<file path="config.mk">
export PLATFORM = sky130hd
export DESIGN_NAME = seq_detector_prog
export DESIGN_NICKNAME = d
export VERILOG_FILES = /design/src/rtl/seq_detector_prog.sv
export SDC_FILE = /design/constraint.sdc
export NUM_CORES = 1
export LEC_CHECK = 0
export ABC_AREA = 0
export BUFFER_PORTS_ARGS = -buffer_cell sky130_fd_sc_hd__buf_2
export CAP_MARGIN = 20
export CORE_MARGIN = 8
export CORE_UTILIZATION = 40
export CTS_CLUSTER_SIZE = 40
export DETAILED_ROUTE_END_ITERATION = 10
export PLACE_DENSITY = 0.59
export SYNTH_ARGS = -nofsm -noshare
export SYNTH_HDL_FRONTEND = slang
export SYNTH_SLANG_ARGS = --single-unit
</file>
<file path="constraint.sdc">
create_clock -name clk_2 -period 2.7 [get_ports clk_2]
set_input_delay 0.405 -clock clk_2 [delete_from_list [all_inputs] [get_ports clk_2]]
set_output_delay 0.405 -clock clk_2 [all_outputs]
set_load 0.01 [all_outputs]
</file>
<file path="src/rtl/seq_detector_prog.sv">
// seq_detector_prog: runtime-programmable serial bit-sequence detector with
// selectable overlap, registered match pulse and saturating hit counter.
module seq_detector_prog #(
    parameter int MAX_LEN = 8,
    parameter int LEN_W   = 4,
    parameter int CNT_W   = 8
) (
    input  logic               clk_2,
    input  logic               reset,
    input  logic               cfg_we_i,
    input  logic [MAX_LEN-1:0] cfg_pattern_i,
    input  logic [LEN_W-1:0]   cfg_len_i,
    input  logic               overlap_en_i,
    input  logic               dato_valid_i,
    input  logic               dato_i,
    input  logic               hit_clr_i,
    output logic               detectada_o,
    output logic [CNT_W-1:0]   hit_count_o,
    output logic               armed_o,
    output logic               cfg_err_o
);
    typedef enum logic {IDLE, RUN} state_t;
    localparam logic [LEN_W-1:0] MAX_L = LEN_W'(MAX_LEN);
    state_t             state_q, state_d;
    logic [MAX_LEN-1:0] pattern_q, pattern_d, hist_q, hist_d, hist_n, mask;
    logic [LEN_W-1:0]   len_q, len_d, fill_q, fill_d, fill_n;
    logic [CNT_W-1:0]   cnt_q, cnt_d;
    logic               det_q, det_d, err_q, err_d, len_ok, sample, match;
    always_ff @(posedge clk_2 or posedge reset) begin
        if (reset) begin
            state_q   <= IDLE;
            pattern_q <= '0;
            len_q     <= '0;
            hist_q    <= '0;
            fill_q    <= '0;
            cnt_q     <= '0;
            det_q     <= 1'b0;
            err_q     <= 1'b0;
        end else begin
            state_q   <= state_d;
            pattern_q <= pattern_d;
            len_q     <= len_d;
            hist_q    <= hist_d;
            fill_q    <= fill_d;
            cnt_q     <= cnt_d;
            det_q     <= det_d;
            err_q     <= err_d;
        end
    end
    // A config strobe always wins over a sample arriving on the same edge.
    always_comb begin
        state_d   = state_q;
        pattern_d = pattern_q;
        len_d     = len_q;
        hist_d    = hist_q;
        fill_d    = fill_q;
        err_d     = 1'b0;
        len_ok    = cfg_len_i != '0 && cfg_len_i <= MAX_L;
        sample    = state_q == RUN && dato_valid_i && !cfg_we_i;
        hist_n    = {hist_q[MAX_LEN-2:0], dato_i};
        fill_n    = fill_q == MAX_L ? fill_q : fill_q + 1'b1;
        mask      = ~({MAX_LEN{1'b1}} << len_q);
        match     = sample && fill_n >= len_q && ((hist_n ^ pattern_q) & mask) == '0;
        det_d     = match;
        if (cfg_we_i) begin
            err_d = !len_ok;
            if (len_ok) begin
                state_d   = RUN;
                pattern_d = cfg_pattern_i;
                len_d     = cfg_len_i;
                hist_d    = '0;
                fill_d    = '0;
            end
        end else if (sample) begin
            hist_d = match && !overlap_en_i ? '0 : hist_n;
            fill_d = match && !overlap_en_i ? '0 : fill_n;
        end
        cnt_d = hit_clr_i ? (match ? CNT_W'(1) : '0)
              : (match && cnt_q != '1 ? cnt_q + 1'b1 : cnt_q);
    end
    assign detectada_o = det_q;
    assign hit_count_o = cnt_q;
    assign armed_o     = state_q == RUN;
    assign cfg_err_o   = err_q;
endmodule

</file>
# Yosys cells after proc, flatten, opt, wreduce, memory -nomap -nowiden
# Index checks and enable logic that the tools add are counted.
# word_totals
register_bits	34
output_inout_bits	11
wordCells	48
# op_classes
add_sub_neg	2
magnitude_cmp	2
n_eq_ne	3
shift	1
muxes	13
n_bitwise	3
reduce_logical	16
# ops
op	count
2-to-1 mux 7 bit	4
2-to-1 mux 4 bit	5
2-to-1 mux 8 bit	2
adder 8 x 1 -> 8 bit, second input constant	1
AND 8 bit	1
logical NOT 8 bit	1
inequality test 8 bit, second input constant	1
inverter 8 bit	1
left shift 8 x 4 -> 8 bit, first input constant	1
bitwise XOR 8 bit	1
logical AND 1 bit	7
adder 4 x 1 -> 4 bit, second input constant	1
equality test 4 bit, second input constant	1
>= comparator 4 bit	1
<= comparator 4 bit, second input constant	1
AND reduction 2 bit	2
nonzero test 2 bit	2
nonzero test 4 bit	1
logical NOT 1 bit	3
2-to-1 mux 1 bit	2
inequality test 2 x 1 -> 1 bit, second input constant	1

# Depth between registers and ports, before layout
# Gate-level depths: netlist of the first run.
# logic_depth
depth_word	9
mapped_depth	14
ltp_nobuf	12

# Worst setup path before layout of the first run
# No wires, ideal clock.
# synth_path
path_type	reg-to-reg
startpoint	register fill_q[0]
endpoint	register fill_q[0]
arrival_ps	2559
t_required_ps	2634
path_slack_ps	75
stages_incl_launch_ff	15
n_path_buf	2
synth_period_minus_slack_ps	2625
cell_sequence	dfrtp_1 inv_1 ha_1 nand2_1 nor2_1 xnor2_1 ha_1 nand2b_1 a2111oi_0 nor4_1 nand2_1 buf_6 o21a_1 clkbuf_1 a22o_1
# synth_between
elab_chain_cells	9
# synth_rtl
item	line	rtl
start: declaration	26	logic [LEN_W-1:0] len_q, len_d, fill_q, fill_d, fill_n;
start signal: assignment	44	fill_q <= fill_d;
adder 4 x 1 -> 4 bit or equality test 4 bit (tied branches)	61	fill_n = fill_q == MAX_L ? fill_q : fill_q + 1'b1;
2-to-1 mux 4 bit (*)	61	
>= comparator 4 bit	63	match = sample && fill_n >= len_q && ((hist_n ^ pattern_q) & mask) == '0;
logical AND 1 bit (2 in a row)	63	
logical AND 1 bit	76	fill_d = match && !overlap_en_i ? '0 : fill_n;
2-to-1 mux 4 bit (*)	76	
2-to-1 mux 4 bit (*)	74	end else if (sample) begin
2-to-1 mux 4 bit (*)	65	if (cfg_we_i) begin
# Every way passes the cells marked *; elsewhere a longest branch is shown, timed or not. The select of a mux whose other input is x is not followed.
# A chain may end at the register's enable or synchronous reset.

# Worst setup path in the final report of the first run
# layout_path
startpoint	register fill_q[0]
endpoint	register cnt_q[5], in the netlist hit_count_o[5]
# layout_between
elab_chain_cells	7
# layout_rtl
item	line	rtl
adder 4 x 1 -> 4 bit or equality test 4 bit (tied branches)	61	
2-to-1 mux 4 bit (*)	61	
>= comparator 4 bit (*)	63	
logical AND 1 bit (*) (2 in a row)	63	
logical AND 1 bit (*)	79	: (match && cnt_q != '1 ? cnt_q + 1'b1 : cnt_q);
nonzero test 2 bit (no source line) (*)	n/a	
end signal: assignment	45	cnt_q <= cnt_d;
end: declaration	27	logic [CNT_W-1:0] cnt_q, cnt_d;
# Every way passes the cells marked *; elsewhere a longest branch is shown, timed or not.

==> results of run 1 <==
-- flip-flops by register name (all words and copies together) (netlist names) --
signal	count
armed_o	1
cfg_err_o	1
detectada_o	1
fill_q	4
hist_q	7
hit_count_o	8
len_q	4
pattern_q	8
-- cells by family (layout without fill, tap and decap cells) --
logic type | count (synthesis) | after routing | synth area share
AND/OR/NAND/NOR | 39 | 40 | 0.120
AO/OA/AOI/OAI | 41 | 41 | 0.166
adder cells (fa/ha/maj) | 7 | 7 | 0.0498
buffers and inverters | 22 | 58 | 0.0555
XOR/XNOR | 11 | 11 | 0.0548
multiplexers | 11 | 11 | 0.0705
flip-flops | 34 | 34 | 0.484
-- power groups by stage --
| stage | clock, mW | sequential [mW] | combinational, mW |
|---|---|---|---|
| finish | 0.431 | 0.614 | 0.365 |
| global placement | 0 | 0.618 | 0.267 |
| detailed placement | 0 | 0.622 | 0.277 |
| global route | 0.471 | 0.620 | 0.407 |
| floorplan | 0 | 0.609 | 0.210 |
| CTS | 0.448 | 0.612 | 0.293 |
-- layout by cell type, fill, tap and decap left out, types with 3 or more instances in the layout --
cell type  synthesis  layout
mux2_2            11      11
a21oi_2            0       4
ha_1               7       5
a22o_1            11      11
inv_1             14      12
nor3_1             3       3
dfrtp_1           34      34
clkbuf_8           0       8
buf_4              0       6
or4_4              0       3
nor2_1             7       6
nand3_1            8       8
nand2_1            5       3
buf_2              0      29
a21oi_1           12       8
xnor2_1           10       9
o31ai_1            5       5
-- critical path: cells and delay by family (launching register included) --
family,cells,cell delay [ns]
AOI/OAI and AO/OA,2,0.20
xor gates and xnor gates,1,0.08
DFF,1,0.40
buffers and inverters,2,0.29
and+or+nand+nor,6,1.12
adders and majority gates,2,0.41
-- metrics by stage --
step                      instances  hold slack, ns  setup TNS, ns
after floorplan                 165           0.495              0
after global placement          242           0.465              0
after detailed placement        242           0.498        -0.0557
after CTS                       252           0.235              0
after global routing            254           0.257        -0.0915
final                           254           0.208              0
-- per-layer routing --
layer / vias up / routed length [µm] / part of all wire
met3: 4 / 261 / 0.067
met4: 0 / 28 / 0.0072
li1: 671 / - / -
met5: - / 0 / 0
met1: 678 / 1700 / 0.43
met2: 32 / 1930 / 0.49
-- timing repair --
| item | 4_1_cts | 5_1_grt |
|---|---|---|
| setup buffers | 1 | 2 |
| gates resized for setup | 0 | 24 |
| setup endpoints to repair | 5 | 19 |
| pin swaps | 0 | 8 |
| gates cloned | 1 | 0 |
| hold buffers | 0 | 0 |
-- final cells by class --
class,instances,share of cell area
tap,52,0.0297
inverter,14,0.0240
sequential,34,0.389
multi-input combinational,110,0.411
clock buffer,8,0.0503
timing repair buffer,36,0.0961
-- path summary, 6_finish.rpt --
path	start	to	slack [ns]
max in group asynchronous	reset	hist_q[0]	2.17
worst min-delay path	reset	fill_q[2]	0.21
worst min register to register	armed_o	armed_o	0.51
worst max-delay path	fill_q[0]	hit_count_o[5]	0.12
min in group clk_2	cfg_pattern_i[4]	pattern_q[4]	0.36
worst max register to register	fill_q[0]	hit_count_o[5]	0.12
==> results_dict.tcl, run 1 <==
set metrics [dict create \
    ff_latch_area_um2 851 \
    hpwl_um 2840 \
    syn_area_per_cell_um2 10.7 \
    use_met3 0.0411 \
    fin_util 0.510 \
    synth_edf_count 0 \
    cts_tree "built" \
    wl_um 3910 \
    total_power_mw 1.41 \
    finalCriticalPeriod_ns 2.58 \
    core_um2 4290 \
    yosys-top-cells-area "dfrtp_1 (48%), mux2_2 (7.0%), a22o_1 (5.5%)" \
    antenna_found_initial 0 \
    vias 1385 \
    drtAntennaViolNets 0 \
    grt_util_all_layers 0.124 \
    status "completed" \
    avgViaCountPerCell 5.45 \
    synthesis.nets 191 \
    worstRegToRegCells 13 \
    grt_pass1_wl_um 6590 \
    chipHeight_um 82.3 \
    yosys_most_used_dff "dfrtp_1" \
    internal_power_mw 1.01 \
    multi_input_area_um2 900 \
    p_sw_frac 0.282 \
    dr.first_iter.drc_count 63 \
    cts-buffers-inserted 5 \
    route.detailed.drc 0 \
    postPlaceCellArea_um2 1970 \
    synth_common_cells "dfrtp_1 (34), inv_1 (14), a21oi_1 (12)" \
    die_x_um 82.3 \
    top_usage_layer "met2" \
    synth_seq_area_share 0.484 \
    fin_area_um2 2190 \
    initial_utilization 0.409 \
    peakVddDrop_mv 0.398 \
    firstDrtPassIters 4 \
    rows 24 \
    io_buffers 29 \
    grt_pass1_vias 1463 \
    combPwrFrac 0.259 \
    grt_max_degree 35 \
    cp.required_ns 2.91 \
    synth_area_um2 1760 \
    fillCellCount 376 \
    synth_cells 165 \
    power_leakage_nw 0.989 \
    synth_most_common_cell "dfrtp_1" \
    crit_slowest_cell "or4_4" \
    p_clk_frac 0.306 \
    cp-end-kind "register" \
    wl_per_cell_um 15.4 \
    crit_arrival_ns 2.79 \
    maxSlewViolCount 0 \
    drive_gt1_frac 0.371 \
    h-tree-depth 2 \
    synthArstFlopShare 1.00 \
    ys_types 35 \
    worstMarginPinSlew_ns 0.536 \
    cp-start-kind "register" \
    report.final.hold_viol_count 0 \
    ioPinCount 30 \
    insertion_delay_ns 0.28 \
    cts_root_buf "clkbuf_8" \
    period_share 0.954 \
    yosysTopAreaCellShare 0.484 \
    setup_viol 0 \
    cts_sinks 34 \
    n_antenna_cell 0 \
    power-per-cell-area_nw_per_um2 644 \
    crit_path_max_fanout 5 \
    skew_ns 0.00692 \
    worstPathCellList "inv_2 > ha_4 > nand2_2 > nor2_4 > xnor2_2 > ha_1 > nand2b_4 > a2111oi_2 > nor4_1 > buf_4 > nand2_4 > or4_4 > a21oi_2" \
    slowest_delay_ns 0.53 \
    ys_warn_count 0 \
    ys_ff_latch 34 \
    pwr-share-seq 0.436 \
    met1_usage 0.145 \
    switching_power_mw 0.397 \
    clockBufferDepth 2 \
    hold_path.class "in -> async" \
    clock.fmax_mhz 388 \
    area_growth_pct 24.5 \
    worstSetupPathType "reg -> reg" \
    gp_congestion 0.859 \
    grt-ovfl-total 0 \
    yosysTopAreaCell "dfrtp_1" \
    worst_slack_ns 0.123 \
    pre_cts_ws_ns -0.0221 \
    max-cap-violations 0 \
    finalNetCount 227 \
    die_area_um2 6770 \
    grt_util_met2 0.211 \
    maxSlewHeadroom 0.642 \
    cts.clk_slew.worst_paths_ns 0.07 \
]
No activity file was read; power rests on OpenSTA's default activity.
==> run 2: changes to the inputs <==
--- a/config.mk
+++ b/config.mk
@@ -12,7 +12,7 @@
 export CORE_UTILIZATION = 40
 export CTS_CLUSTER_SIZE = 40
 export DETAILED_ROUTE_END_ITERATION = 10
-export PLACE_DENSITY = 0.59
+export PLACE_DENSITY = 0.65
 export SYNTH_ARGS = -nofsm -noshare
 export SYNTH_HDL_FRONTEND = slang
 export SYNTH_SLANG_ARGS = --single-unit
==> run 2 against run 1 <==
Net effect: global-route usage decreased by 0.71 points; combinational power rose by 5%; sequential share of layout area is 0.29 points higher; die area stayed put; critical endpoint unchanged.
==> results_dict.tcl, run 2 (same netlist as run 1, synthesis figures left out) <==
set metrics [dict create \
    status "completed" \
    final_common_cell "dfrtp_1" \
    grt_util_all_layers 0.117 \
    clock.fmax_mhz 379 \
    crit_slowest_cell "or4_1" \
    cts-buffers-inserted 5 \
    fillCellCount 391 \
    wl_per_cell_um 15.0 \
    drive_gt1_frac 0.356 \
    max-cap-violations 0 \
    clockBufferDepth 2 \
    slowest_delay_ns 0.49 \
    hpwl_um 2610 \
    gp_congestion 0.865 \
    insertion_delay_ns 0.29 \
    rr_startpoint "fill_q[0]" \
    dr.first_iter.drc_count 85 \
    crit_arrival_ns 2.85 \
    skew_ns 0.00272 \
    power_leakage_nw 0.972 \
    worstPathCellList "inv_2 > ha_4 > nand2_4 > nor2_4 > xnor2_1 > ha_1 > nand2b_4 > a2111oi_4 > nor4_2 > nand2_1 > buf_6 > or4_1 > a21oi_1" \
    combPwrFrac 0.283 \
    p_clk_frac 0.263 \
    rows 24 \
    die_area_um2 6770 \
    area_growth_pct 23.6 \
    worst_slack_ns 0.0582 \
    initial_utilization 0.409 \
    placedCellCount 243 \
    internal_power_mw 0.946 \
    route.detailed.drc 0 \
    pwr-share-seq 0.454 \
    cts_root_buf "clkbuf_8" \
    maxSlewHeadroom 0.661 \
    cp-start-kind "register" \
    fin_area_um2 2170 \
    cts.clk_slew.worst_paths_ns 0.07 \
    final_cell_mix "dfrtp_1 (34), buf_2 (29), inv_1 (12)" \
    rsz0062_at_grt "true" \
    hold_path.class "in -> async" \
    vias 1372 \
    switching_power_mw 0.408 \
    postPlaceCellArea_um2 1960 \
    grt_pass1_wl_um 6090 \
    chipHeight_um 82.3 \
    worstRegToRegCells 13 \
    io_buffers 29 \
    p_sw_frac 0.301 \
    cp.required_ns 2.91 \
    worstSetupPathType "reg -> reg" \
    timing.hold.ws_ns 0.197 \
    finalNonFillerCells 254 \
    antenna_found_initial 0 \
    grt_max_degree 35 \
    ioPinCount 30 \
    multi_input_area_um2 905 \
    final.setup.tns_ns 0 \
    h-tree-depth 2 \
    report.final.hold_viol_count 0 \
    core_um2 4290 \
    grt-ovfl-total 0 \
    worstMarginPinSlew_ns 0.507 \
    finalCriticalPeriod_ns 2.64 \
    finalNetCount 228 \
    setup_viol 0 \
    maxSlewViolCount 0 \
    cp-end-kind "register" \
    reg2reg_to "hit_count_o[5]" \
    period_share 0.978 \
    die_x_um 82.3 \
    regToRegSetupSlack_ns 0.06 \
    drtAntennaViolNets 0 \
    cts_tree "built" \
    cts_sinks 34 \
    wl_um 3800 \
    peakVddDrop_mv 0.379 \
    n_antenna_cell 0 \
    power-per-cell-area_nw_per_um2 624 \
    firstDrtPassIters 4 \
    ff_latch_area_um2 851 \
    pre_cts_ws_ns -0.0418 \
    crit_path_max_fanout 6 \
    grt_pass1_vias 1331 \
    avgViaCountPerCell 5.40 \
]
run 2: how the worst max path moves through the flow:
| stage | from | endpoint | slack (ns) |
|---|---|---|---|
| floorplan | fill_q[0] | fill_q[0] | 0.07 |
| global placement | fill_q[0] | hit_count_o[7] | 0.02 |
| detailed placement | fill_q[0] | hit_count_o[7] | -0.04 |
| CTS | fill_q[0] | hit_count_o[5] | 0.001 |
| global route | fill_q[0] | hit_count_o[5] | -0.09 |
| finish | fill_q[0] | hit_count_o[5] | 0.06 |
run 2: metal layers:
| metal | track usage | vias to the layer above | wire length (µm) |
|---|---|---|---|
| li1 | - | 672 | - |
| met5 | 0 | - | 0 |
| met4 | 0.0579 | 0 | 71 |
| met2 | 0.190 | 26 | 1920 |
| met3 | 0.0368 | 8 | 206 |
| met1 | 0.137 | 666 | 1600 |
run 2: stage by stage:
stage                     utilization  total power, mW
after CTS                       0.476             1.26
after global routing            0.506             1.43
final                           0.506             1.35
after floorplan                     -            0.819
after global placement          0.457            0.897
after detailed placement        0.457            0.900
run 2: power groups by stage:
stage | clock network (mW) | logic (mW) | registers [mW]
2_1_floorplan | 0 | 0.210 | 0.609
3_3_place_gp | 0 | 0.276 | 0.621
3_5_place_dp | 0 | 0.277 | 0.623
4_1_cts | 0.365 | 0.281 | 0.613
5_1_grt | 0.382 | 0.425 | 0.622
6_report | 0.356 | 0.384 | 0.614
run 2: area by class of cell:
type	instances	share of cell area
Clock buffer	5	0.0317
Clock inverter	2	0.00461
Inverter	14	0.0242
Multi-Input combinational cell	109	0.416
Sequential cell	34	0.392
Tap cell	52	0.0300
Timing Repair Buffer	38	0.101
run 2: worst max-delay path, delay by kind of cell, from the launching register on:
family | cells | cell delay [ns]
simple gates | 6 | 1.19
flops | 1 | 0.42
fa+ha+maj | 2 | 0.43
xor+xnor | 1 | 0.10
buf+inv | 2 | 0.24
compound gates | 2 | 0.20
run 2: what timing repair did:
item | CTS | global route
pin swaps | 3 | 17
gates resized for setup | 1 | 25
hold buffers | 0 | 0
setup endpoints to repair | 5 | 16
endpoints found under the hold margin | 0 | 0
buffers inserted | 0 | 4
